**src/rtl/muller_c_hs_driver.sv**
```systemverilog
// Four-phase handshake driver for an asynchronous Muller C-element: skewed a/b
// edges, 2-flop readback of c, hold-property check, timeout and handshake count.
module muller_c_hs_driver #(
   parameter int unsigned SKEW_W = 4,
   parameter int unsigned TMO_W  = 8,
   parameter int unsigned CNT_W  = 16
) (
   input  logic              wb_clk_i,
   input  logic              wb_rst_i,
   input  logic              en_i,
   input  logic [SKEW_W-1:0] skew_i,
   input  logic [TMO_W-1:0]  timeout_i,
   input  logic              c_i,
   output logic              a_o,
   output logic              b_o,
   output logic              busy_o,
   output logic              done_o,
   output logic              err_o,
   output logic [1:0]        err_code_o,
   output logic [CNT_W-1:0]  cycles_o
);

   typedef enum logic [2:0] {
      S_IDLE,
      S_RISE_A,
      S_WAIT_HI,
      S_FALL_A,
      S_WAIT_LO,
      S_ERR
   } state_t;

   localparam logic [1:0]       ERR_TMO  = 2'b01;
   localparam logic [1:0]       ERR_HOLD = 2'b10;
   localparam logic [TMO_W-1:0] TMR_MAX  = '1;

   state_t            state;
   logic              s1;
   logic              c_sync;
   logic [SKEW_W-1:0] skew_cnt;
   logic [TMO_W-1:0]  timer;
   logic              tmo_hit;

   assign tmo_hit = (timeout_i != '0) && (timer == timeout_i);

   // c_i is asynchronous; the FSM only ever looks at c_sync
   always_ff @(posedge wb_clk_i) begin
      if (wb_rst_i) begin
         state      <= S_IDLE;
         s1         <= 1'b0;
         c_sync     <= 1'b0;
         skew_cnt   <= '0;
         timer      <= '0;
         a_o        <= 1'b0;
         b_o        <= 1'b0;
         busy_o     <= 1'b0;
         done_o     <= 1'b0;
         err_o      <= 1'b0;
         err_code_o <= 2'b00;
         cycles_o   <= '0;
      end else begin
         s1     <= c_i;
         c_sync <= s1;
         done_o <= 1'b0;
         case (state)
            S_IDLE: begin
               if (en_i) begin
                  a_o      <= 1'b1;
                  skew_cnt <= skew_i;
                  busy_o   <= 1'b1;
                  state    <= S_RISE_A;
               end
            end
            S_RISE_A: begin
               if (c_sync) begin
                  a_o        <= 1'b0;
                  b_o        <= 1'b0;
                  busy_o     <= 1'b0;
                  err_o      <= 1'b1;
                  err_code_o <= ERR_HOLD;
                  state      <= S_ERR;
               end else if (skew_cnt == '0) begin
                  b_o   <= 1'b1;
                  timer <= '0;
                  state <= S_WAIT_HI;
               end else begin
                  skew_cnt <= skew_cnt - SKEW_W'(1);
               end
            end
            // c arrival takes priority over a timeout in the same cycle
            S_WAIT_HI: begin
               if (c_sync) begin
                  a_o      <= 1'b0;
                  skew_cnt <= skew_i;
                  state    <= S_FALL_A;
               end else if (tmo_hit) begin
                  a_o        <= 1'b0;
                  b_o        <= 1'b0;
                  busy_o     <= 1'b0;
                  err_o      <= 1'b1;
                  err_code_o <= ERR_TMO;
                  state      <= S_ERR;
               end else if (timer != TMR_MAX) begin
                  timer <= timer + TMO_W'(1);
               end
            end
            S_FALL_A: begin
               if (!c_sync) begin
                  a_o        <= 1'b0;
                  b_o        <= 1'b0;
                  busy_o     <= 1'b0;
                  err_o      <= 1'b1;
                  err_code_o <= ERR_HOLD;
                  state      <= S_ERR;
               end else if (skew_cnt == '0) begin
                  b_o   <= 1'b0;
                  timer <= '0;
                  state <= S_WAIT_LO;
               end else begin
                  skew_cnt <= skew_cnt - SKEW_W'(1);
               end
            end
            S_WAIT_LO: begin
               if (!c_sync) begin
                  done_o   <= 1'b1;
                  cycles_o <= cycles_o + CNT_W'(1);
                  busy_o   <= 1'b0;
                  state    <= S_IDLE;
               end else if (tmo_hit) begin
                  a_o        <= 1'b0;
                  b_o        <= 1'b0;
                  busy_o     <= 1'b0;
                  err_o      <= 1'b1;
                  err_code_o <= ERR_TMO;
                  state      <= S_ERR;
               end else if (timer != TMR_MAX) begin
                  timer <= timer + TMO_W'(1);
               end
            end
            S_ERR: begin
               a_o    <= 1'b0;
               b_o    <= 1'b0;
               busy_o <= 1'b0;
               err_o  <= 1'b1;
            end
            default: begin
               a_o    <= 1'b0;
               b_o    <= 1'b0;
               busy_o <= 1'b0;
               state  <= S_IDLE;
            end
         endcase
      end
   end

endmodule
```
**config.mk**
```make
export PLATFORM = sky130hd
export DESIGN_NAME = muller_c_hs_driver
export DESIGN_NICKNAME = d
export VERILOG_FILES = /design/src/rtl/muller_c_hs_driver.sv
export SDC_FILE = /design/constraint.sdc
export NUM_CORES = 1
export LEC_CHECK = 0
export ABC_AREA = 1
export CORE_MARGIN = 4
export CORE_UTILIZATION = 23
export CTS_CLUSTER_DIAMETER = 100
export DETAILED_ROUTE_END_ITERATION = 6
export PLACE_DENSITY = 0.39
export SYNTH_ARGS = -nofsm -noshare
export SYNTH_HDL_FRONTEND = slang
export SYNTH_SLANG_ARGS = --single-unit
```
**constraint.sdc**
```tcl
create_clock -name wb_clk_i -period 1.5 [get_ports wb_clk_i]
set_input_delay 0.15 -clock wb_clk_i [delete_from_list [all_inputs] [get_ports wb_clk_i]]
set_output_delay 0.15 -clock wb_clk_i [all_outputs]
set_load 0.005 [all_outputs]
```
==> flow_summary.toml <==
[status]
status = "finished clean"

[sta]
hold_violations = 0
skew_ns = 0.008884
slew_headroom_pct = 66.64
setup_viol_count_final = 0
rsz0062_at_grt = "yes"
timing.setup.tns_ns = 0
final_max_slew_viol_count = 0
fin_crit_ns = 1.490
timing.final.crit_share_pct = 99.33
clock.fmax_mhz = 671.2
tightest_slew_ns = 0.4999

[finish]
fin_cells = 589
n_antenna_cell = 0
layout-area-overhead-vs-synth_pct = 60.91
fillers = 1078
post-route-util_pct = 38.04
multi_input_area_um2 = 1513
drive_above_1_share_pct = 32.02
nets = 475
seqCellArea_um2 = 818.3
fin_area_um2 = 3719

[power_and_ir_drop]
ir_worst_vdd_mv = 0.6178
power_density_nw_per_um2 = 1347
power.leakage_nw = 1.544

[place]
numPortBuffers = 38
finalWeightedCongestion = 0.7695
dp_hpwl_um = 5261
dp_cells = 574
dpl-instance-area_um2 = 3288

[synthesis]
postSynthCellCount = 349
yosysTopAreaCell = "dfxtp_1"
synth_common_cells = "nand2_1, nor2_1, inv_1"
synth_top_cell_area_share_pct = 34.65
synth.top_cells.by_area = "dfxtp_1, nand2_1, nor2_1"
yosysUniqueCellTypes = 34
syn-num-nets = 368
synthFlopType = "dfxtp_1"
ys_async_sr_fraction_pct = 0
synth-edff-count = 0
syn_area_um2 = 2311
synthMostInstantiatedCell = "nand2_1"
ys_warn_count = 0
syn_avg_cell_area_um2 = 6.622
yosysSeqAreaShare_pct = 34.65
ys_seq_elements = 40

[floorplanning]
die_area_um2 = 11720
start_util_pct = 23.64
die_w_um = 108.2
rows = 36
coreArea_um2 = 9774
io_pins = 39
fp.dieH_um = 108.2

[route]
drtAntennaViolNets = 0
vias_per_cell = 4.229
totalWireLength_um = 6902
route.detailed.drc = 0
drt_iter0_drc = 119
num_vias = 2491
wl_per_cell_um = 11.72
drtPass1Iterations = 4

[cts]
cts_tree = "yes"
clock-sinks = 40
cts_made_buffers = 5
clock_path_buffers = 2
htreeDepth = 2
cts-root-buf = "clkbuf_8"
holdBufCountCts = 0
path_clk_slew_ns = 0.08
clock_latency_ns = 0.30

[worst_setup_path]
crit_path_start_kind = "flip-flop"
slowest_stage = "dfxtp_4"
cp_cell_sequence = "inv_1 > nand3_4 > o21ai_1 > nor4_2 > buf_4 > nand2_1 > a21oi_1 > nor2_1"
path_buf_inv = 2
cp-end-kind = "flip-flop"
worstPathRequired_ns = 1.69
arrival_ns = 1.68
setup.worst_path.class = "flip-flop to flip-flop"
path_delay_family = "simple AND/OR/NAND/NOR gates"
critPathMaxFanout = 5
cp_slowest_stage_delay_ns = 0.38

[grt]
antenna_found_initial = 0
gr-total-overflow = 0
grt_max_degree = 22
grt_pass1_vias = 2525
grt_pass1_wl_um = 11650
track_usage_pct = 12.42

[flow_run]
maxCapViolCount = 0

[hold_path]
min_path_type = "input pin to flip-flop"
[path summary, 6_finish.rpt]
check / start / end / slack [ns] / cells after the start
worst min-delay path: c_i / s1 / 0.37 / 3
worst min register to register: s1 / c_sync / 0.42 / 2
worst max register to register: state[1] / err_code_o[1] / 0.01 / 8
worst max-delay path: state[1] / err_code_o[1] / 0.01 / 8
[worst min-delay path, stage by stage]
cell	delay (ns)
clkdlybuf4s50_1	0.39
inv_1	0.05
nor2_1	0.03
[routing by layer]
| metal | routed length (um) | global-route usage (%) |
|---|---|---|
| met3 | 287 | 2.627 |
| met2 | 3307 | 20.69 |
| met1 | 3225 | 16.20 |
| met4 | 82 | 3.517 |
| met5 | 0 | 0 |
[cell families after synthesis]
logic type	after synthesis	share of synthesized area, %
AND/OR/NAND/NOR	188	37.63
XOR/XNOR	13	4.927
buffers and inverters	50	8.446
flip-flops	40	34.65
AO/OA/AOI/OAI	55	12.72
adder cells (fa/ha/maj)	3	1.624
[cell type report]
class / count / area share, %
multi-input cells: 259 / 40.68
repair buffers: 107 / 24.97
flip-flops and latches: 40 / 22.01
well taps: 133 / 4.475
inverters: 43 / 4.408
clock buffers: 5 / 1.851
clock inverters: 2 / 1.615
[cell usage in the layout (no fill, tap or decap), types with 5 or more instances in the layout]
cell             synthesis  routed
buf_4                    1      61
o21ai_0                 17      10
nor3_2                   2       5
xor2_1                   8       8
nand2_1                 83      76
nand4_1                  5       5
inv_1                   41      35
clkdlybuf4s50_1          0      38
dfxtp_1                 40      32
nand2_2                  6       8
o21ai_1                  2       7
inv_2                    2       7
nor3_1                   8       5
nand3_1                 23      18
nor2_4                   4      11
clkbuf_8                 0       5
a21oi_1                 29      25
buf_6                    0       8
nor2_1                  45      39
nand2_4                  2       7
nand3_2                  2       6
dfxtp_2                  0       5
[sequential cells by signal, indices dropped and copies added, names as in the netlist]
name,flops
err_code_o,2
state,3
skew_cnt,4
a_o,1
done_o,1
b_o,1
err_o,1
cycles_o,16
busy_o,1
timer,8
s1,1
c_sync,1
[power by group]
| part | switching, W | internal, W | total (W) |
|---|---|---|---|
| Sequential | 0.000150 | 0.00123 | 0.00138 |
| Clock | 0.000408 | 0.000656 | 0.00106 |
| Combinational | 0.00132 | 0.00125 | 0.00257 |
| Total | 0.00187 | 0.00314 | 0.00501 |
[what timing repair did]
item,in CTS,in global routing
resized for setup,28,49
setup endpoints to repair,25,30
setup buffers,5,3
pin swaps,10,12
[stage by stage]
step | power, W | hold slack (ns) | worst slack (ns)
after floorplan | 0.002481 | 0.2570 | 0.01772
after global placement | 0.003508 | 0.3908 | -0.2071
after detailed placement | 0.003485 | 0.4105 | -0.1891
after CTS | 0.004785 | 0.3511 | -0.003526
after global routing | 0.005408 | 0.4100 | -0.1212
final | 0.005010 | 0.3659 | 0.01005
No activity file was read; power rests on OpenSTA's default activity.
